$ cat config.mk
export PLATFORM = sky130hd
export DESIGN_NAME = ones_frame_accum
export DESIGN_NICKNAME = d
export VERILOG_FILES = /design/src/rtl/ones_frame_accum.sv
export SDC_FILE = /design/constraint.sdc
export NUM_CORES = 1
export LEC_CHECK = 0
export ABC_CLOCK_PERIOD_IN_PS = 7340
export BUFFER_PORTS_ARGS = -buffer_cell sky130_fd_sc_hd__buf_4
export CORE_UTILIZATION = 55
export DETAILED_ROUTE_END_ITERATION = 12
export HOLD_SLACK_MARGIN = 0.06
export MAX_ROUTING_LAYER = met4
export PLACE_DENSITY = 0.82
export SYNTH_ARGS = -nofsm -noshare
export SYNTH_HDL_FRONTEND = slang
export SYNTH_SLANG_ARGS = --single-unit
$ cat constraint.sdc
create_clock -name clk -period 7.34 [get_ports clk]
set_clock_uncertainty 0.1 [all_clocks]
set_input_delay 0.367 -clock clk [delete_from_list [all_inputs] [get_ports clk]]
set_output_delay 0.367 -clock clk [all_outputs]
set_load 0.02 [all_outputs]
$ cat src/rtl/ones_frame_accum.sv
// Frame accumulator: sums per-byte ones counts and counts beats until in_last, then holds
// the result until it is accepted. Define ONES_ACCUM_SAT_EN to clamp instead of wrap.
module ones_frame_accum #(
  parameter int unsigned CNT_W = 12
) (
  input  logic             clk,
  input  logic             rst_n,
  input  logic             in_valid,
  output logic             in_ready,
  input  logic [3:0]       in_ones,
  input  logic             in_last,
  output logic             out_valid,
  input  logic             out_ready,
  output logic [CNT_W-1:0] out_total,
  output logic [CNT_W-1:0] out_bytes,
  output logic             out_sat
);

  localparam logic [1:0] IDLE  = 2'd0;
  localparam logic [1:0] ACCUM = 2'd1;
  localparam logic [1:0] HOLD  = 2'd2;

  logic [1:0]       state_q, state_d;
  logic [CNT_W-1:0] acc_total_q, acc_total_d, acc_bytes_q, acc_bytes_d;
  logic [CNT_W-1:0] out_total_q, out_total_d, out_bytes_q, out_bytes_d;
  logic [CNT_W-1:0] base_total, base_bytes, sum_total, sum_bytes;
  logic             accept, load_last, load_acc, release_hold;

  assign in_ready     = (state_q != HOLD);
  assign out_valid    = (state_q == HOLD);
  assign accept       = in_valid & in_ready;
  assign load_last    = accept & in_last;
  assign load_acc     = accept & ~in_last;
  assign release_hold = (state_q == HOLD) & out_ready;

  // A frame starting from IDLE always begins from zero.
  assign base_total = (state_q == ACCUM) ? acc_total_q : '0;
  assign base_bytes = (state_q == ACCUM) ? acc_bytes_q : '0;

`ifdef ONES_ACCUM_SAT_EN
  logic [CNT_W:0] wide_total, wide_bytes;
  logic           acc_sat_q, acc_sat_d, out_sat_q, out_sat_d, base_sat, sum_sat;

  assign wide_total = {1'b0, base_total} + (CNT_W + 1)'(in_ones);
  assign wide_bytes = {1'b0, base_bytes} + (CNT_W + 1)'(1);
  assign sum_total  = wide_total[CNT_W] ? '1 : wide_total[CNT_W-1:0];
  assign sum_bytes  = wide_bytes[CNT_W] ? '1 : wide_bytes[CNT_W-1:0];
  assign base_sat   = (state_q == ACCUM) & acc_sat_q;
  // Sticky for the frame: once either accumulator clamps, the result is flagged.
  assign sum_sat    = base_sat | wide_total[CNT_W] | wide_bytes[CNT_W];

  always_comb begin
    acc_sat_d = acc_sat_q;
    out_sat_d = out_sat_q;
    if (load_last) begin
      out_sat_d = sum_sat;
      acc_sat_d = 1'b0;
    end else if (load_acc) begin
      acc_sat_d = sum_sat;
    end else if (release_hold) begin
      acc_sat_d = 1'b0;
    end
  end

  always_ff @(posedge clk or negedge rst_n) begin
    if (!rst_n) begin
      acc_sat_q <= 1'b0;
      out_sat_q <= 1'b0;
    end else begin
      acc_sat_q <= acc_sat_d;
      out_sat_q <= out_sat_d;
    end
  end

  assign out_sat = out_sat_q;
`else
  assign sum_total = base_total + CNT_W'(in_ones);
  assign sum_bytes = base_bytes + CNT_W'(1);
  assign out_sat   = 1'b0;
`endif

  always_comb begin
    state_d     = state_q;
    acc_total_d = acc_total_q;
    acc_bytes_d = acc_bytes_q;
    out_total_d = out_total_q;
    out_bytes_d = out_bytes_q;
    case (state_q)
      IDLE, ACCUM: begin
        if (load_last) begin
          state_d     = HOLD;
          out_total_d = sum_total;
          out_bytes_d = sum_bytes;
          acc_total_d = '0;
          acc_bytes_d = '0;
        end else if (load_acc) begin
          state_d     = ACCUM;
          acc_total_d = sum_total;
          acc_bytes_d = sum_bytes;
        end
      end
      HOLD: begin
        if (out_ready) begin
          state_d     = IDLE;
          acc_total_d = '0;
          acc_bytes_d = '0;
        end
      end
      default: state_d = IDLE;
    endcase
  end

  always_ff @(posedge clk or negedge rst_n) begin
    if (!rst_n) begin
      state_q     <= IDLE;
      acc_total_q <= '0;
      acc_bytes_q <= '0;
      out_total_q <= '0;
      out_bytes_q <= '0;
    end else begin
      state_q     <= state_d;
      acc_total_q <= acc_total_d;
      acc_bytes_q <= acc_bytes_d;
      out_total_q <= out_total_d;
      out_bytes_q <= out_bytes_d;
    end
  end

  assign out_total = out_total_q;
  assign out_bytes = out_bytes_q;

endmodule
[Yosys cells after proc, flatten, opt, wreduce, memory -nomap -nowiden]
Index checks and enable logic that the tools add are counted.
Cells by class
  $lt $le $gt $ge: 0
  muxes and demuxes: 13
  $mul: 0
  reduce and logical (&&, ||, !) cells: 6
  bitwise operators: 4
  $add $sub $neg: 2
  equal/unequal tests: 5
  shift operators: 0
  div/mod/pow operators: 0
Operators with widths (number)
  two-way mux 12 bit: 7
  case mux 12 bit (2 select lines): 2
  adder 12 x 1 -> 12 bit (second input constant): 1
  adder 12 x 4 -> 12 bit: 1
  two-way mux 2 bit: 3
  case mux 2 bit (2 select lines): 1
  AND reduction 2 bit: 2
  bitwise AND 1 bit: 3
  != test 3 bit (second input constant): 1
  AND reduction 3 bit: 1
  equality test 2 x 1 -> 1 bit (second input constant): 1
  equality test 2 bit (second input constant): 1
  logical NOT 2 bit: 1
  != test 2 x 1 -> 1 bit (second input constant): 1
  != test 2 bit (second input constant): 1
  nonzero test 2 bit: 1
  OR reduction 2 bit: 1
  inverter 1 bit: 1
Word-level totals
  output and inout port bits: 27
  memories kept: 0
  bits in registers: 50
  memory bits (writable): 0
  bits in read-only memories: 0
  latch bits: 0

[Longest topological paths before layout]
  depth after elaboration: 6
  mapped depth: 11
  mapped depth without buffers: 8

[Least setup slack after synthesis]
No wires, ideal clock.
  kind: reg2reg
  start: register state_q[0]
  end: register out_total_q[10] (netlist: out_total[10])
  buffers on the path: 2
  arrival: 2386 ps
  library setup time: 82 ps
  slack: 4772 ps
  stages on the path, launching flop included: 11
  cell sequence: dfrtp_1 nor2b_1 buf_2 buf_2 and2_1 ha_1 fa_1 a21o_1 a21o_1 a31o_2 a31oi_1
Between the ends
  cells in the longest elaborated chain, start to end: 4
  elaborated cells between the ends (all ways): 9
  those cells by class: 1 x add/sub; 2 x eq/ne; 1 x mux; 2 x bitwise; 3 x reduce/logical
RTL lines
  start, declared: line 23  | logic [1:0] state_q, state_d;
  start signal, assigned: line 121  | state_q <= state_d;
  parallel branches: the longest is 4 deep, another holds adder 12 x 4 -> 12 bit
  end signal, assigned: line 124  | out_total_q <= out_total_d;
  end, declared: line 25  | logic [CNT_W-1:0] out_total_q, out_total_d, out_bytes_q, out_bytes_d;
Several ways; the timed one is not identified.
A chain may end at the register's enable or synchronous reset.

[Worst setup path after layout]
  start: register state_q[0]
  end: register acc_total_q[9]
Between the ends
  cells in the longest elaborated chain, start to end: 6
  elaborated cells between the ends (all ways): 17
  those cells by class: 1 x add/sub; 5 x eq/ne; 4 x mux; 3 x bitwise; 4 x reduce/logical
RTL lines
  equality test 2 x 1 -> 1 bit: line 37, 88
  two-way mux 12 bit: line 37  | assign base_total = (state_q == ACCUM) ? acc_total_q : '0;
  adder 12 x 4 -> 12 bit: line 77  | assign sum_total = base_total + CNT_W'(in_ones);
  two-way mux 12 bit: line 96  | end else if (load_acc) begin
  two-way mux 12 bit: line 90  | if (load_last) begin
  case mux 12 bit (2 select lines): line 88  | case (state_q)
  end signal, assigned: line 122  | acc_total_q <= acc_total_d;
  end, declared: line 24  | logic [CNT_W-1:0] acc_total_q, acc_total_d, acc_bytes_q, acc_bytes_d;
Parallel ways exist; a longest one is shown, timed or not. The select of a mux whose other input is x is not followed.

==> impl_metrics.csv <==
group,metric,value,unit
critical_path,criticalPathCategory,"reg2reg",
cts,clock_path_buffers,2,
synthesis,synth_area_leaders,"dfrtp_1 (44%), nand2_1 (6.1%), o21ai_0 (3.0%)",
critical_path,worstSetupEndpointType,"flip-flop",
grt,grt_max_degree,51,
timing,clock.fmax,362,MHz
grt,grt_pass1_wl,10.5,mm
critical_path,r2r_slack,4.57,ns
critical_path,critPathLaunch,"state_q[0]$_DFFE_PN0P_",
timing,fin_hold_ws,0.217,ns
cts,clkSinkCount,50,
grt,grt_use_total,26.5,%
finish,fin_nets,340,
routing,vias_per_cell,6.02,
die,dieWidth,73.6,µm
power,irDropWorstVdd,122,µV
synthesis,yosysSeqAreaShare,44.4,%
grt,gr-total-overflow,0,
grt,antenna_found_initial,0,
power,powerDensity,186,nW/µm²
placed_design,dp_hpwl,4.16,mm
placed_design,dp.cells,384,
synthesis,ys_ff_latch,50,
synthesis,synth_nets,316,
power,leakage,1.43,nW
finish,final_cells,393,
critical_path,worstReg2RegEnd,"acc_total_q[9]$_DFFE_PN0P_",
synthesis,syn_area,2820,µm²
finish,drive_gt1_share,16.6,%
die,start_util,58.5,%
critical_path,cp.required,7.46,ns
timing,worstMarginPinSlew,0.778,ns
cts,cts_tree,"yes",
routing,routedWlPerCell,15.6,µm
die,dieArea,5410,µm²
cts,cts_buffers,5,
synthesis,synth_edf_count,0,
die,pin_count,36,
timing,setup_tns,0,ns
synthesis,synthArstFlopShare,100,%
critical_path,ff2ff_path_depth,7,
critical_path,worstSetupEndpoint,"acc_total_q[9]$_DFFE_PN0P_",
routing,drt-total-wl,6.13,mm
placed_design,globalplace.congestion,0.886,
critical_path,r2r_start,"state_q[0]$_DFFE_PN0P_",
synthesis,ys_types,59,
synthesis,yosysTopAreaCell,"dfrtp_1",
critical_path,worst-path-max-fanout,11,
cts,clkSlewWorstSetupHoldPaths,0.09,ns
die,core,4820,µm²
outcome,status,"finished, final reports clean",
run,drv_cap,0,
timing,rsz0062_at_grt,"no",
synthesis,synthFlopType,"dfrtp_1",
routing,drtAntennaViolNets,0,
timing,setup_viol,0,
timing,period_share,37.7,%
synthesis,postSynthCellCount,301,
synthesis,ys_warn_count,0,
timing,hold_violations,0,
worst_hold_path,hp-class,"in2reg",
routing,dr.first_iter.drc_count,233,
worst_hold_path,hp-start,"out_ready",
finish,syn2layout_area_growth,12.1,%
cts,clk_latency,0.30,ns
cts,cts_setup_buffers,0,
critical_path,startpoint_type,"flip-flop",
die,num_rows,25,
routing,remaining_drc_errors,0,
timing,fin_crit,2.77,ns
finish,fin_area,3160,µm²
synthesis,synth_commonest_cells,"dfrtp_1 (50), nand2_1 (46), o21ai_0 (17)",
synthesis,synth_top_cell_area_share,44.4,%
timing,maxSlewViolCount,0,
grt,grt_pass1_vias,2289,
timing,relSlewSlack,48.1,%
routing,dr.pass1.iters,4,
placed_design,io_buffers,34,
placed_design,dp_slack,4.63,ns
cts,root_buffer,"clkbuf_8",
cts,htreeDepth,2,
placed_design,post_dp_cell_area,3060,µm²
timing,fin_ws,4.57,ns
routing,num_vias,2365,
power,finalPower,0.589,mW
synthesis,synth_most_common_cell,"dfrtp_1",
finish,fin_util,65.6,%
synthesis,synth.avg_cell_area,9.36,µm²
finish,num_antenna_cells,0,
critical_path,critical_path_arrival,2.88,ns
die,die_h,73.6,µm
worst min-delay path by stage:
stage                                       to  slack [ns]  cells after the start
detailed placement    out_bytes[9]$_DFFE_PN0P_        0.33                      1
CTS                     state_q[1]$_DFFE_PN0P_        0.21                      2
finish                  state_q[1]$_DFFE_PN0P_        0.22                      2
global placement      out_bytes[9]$_DFFE_PN0P_        0.33                      1
floorplan           acc_bytes_q[0]$_DFFE_PN0P_       -0.03                      0
global route            state_q[1]$_DFFE_PN0P_        0.21                      2
cell type report:
type                    instances  area, µm²
clock buffers                   7       86.3
clock inverters                 1       5.00
fillers                       425       1660
inverters                       7       26.3
multi-input cells             224       1430
flip-flops and latches         50       1250
well taps                      67       83.8
repair buffers                 37        280
layout by cell type, fill, tap and decap left out, types with 6 or more instances in the layout:
cell	netlist	routed
and2_1	9	9
clkbuf_8	0	6
nand3_1	15	15
buf_4	1	36
nor2_1	10	10
o21ai_0	17	17
inv_1	6	6
a31oi_1	8	8
nand2_1	46	46
a21oi_1	13	13
xor2_1	6	6
dfrtp_1	50	50
nand4_1	12	12
xnor2_1	6	6
sequential cells by signal, indices dropped and copies added (netlist names):
signal,cells
out_bytes,12
state_q,2
acc_total_q,12
acc_bytes_q,12
out_total,12
routing by layer:
metal,global-route usage [%],up-vias,part of all wire [%]
li1,-,1139,-
met1,34.1,1125,46
met2,41.2,89,46
met3,5.08,12,5.6
met4,10.5,0,2.2
met5,-,-,0
logic make-up after synthesis:
group	count (synthesis)	share of synthesized area (%)
adders and majority gates	6	2.93
and+or+nand+nor	120	22.3
xor gates and xnor gates	12	3.73
buffers and inverters	27	4.98
other	1	0.133
AOI/OAI and AO/OA	84	21.1
DFF	50	44.4
muxes	1	0.400
power by group:
| part | total, mW | internal [mW] | switching, mW |
|---|---|---|---|
| clock | 0.166 | 0.0762 | 0.0899 |
| combinational | 0.117 | 0.0432 | 0.0736 |
| sequential | 0.306 | 0.293 | 0.0123 |
worst max-delay path: stages (launching register included):
cell and delay (ns):
dfrtp_1 0.47, nor2b_1 0.46, and2_1 0.25, ha_1 0.26
a211oi_1 0.32, o21bai_1 0.33, a311o_1 0.41, o211ai_1 0.10
repair_timing:
item | CTS | global route
hold endpoints to repair | 50 | 0
hold buffers | 1 | 0
gates resized for setup | 0 | 0
(Power assumes the default switching activity.)
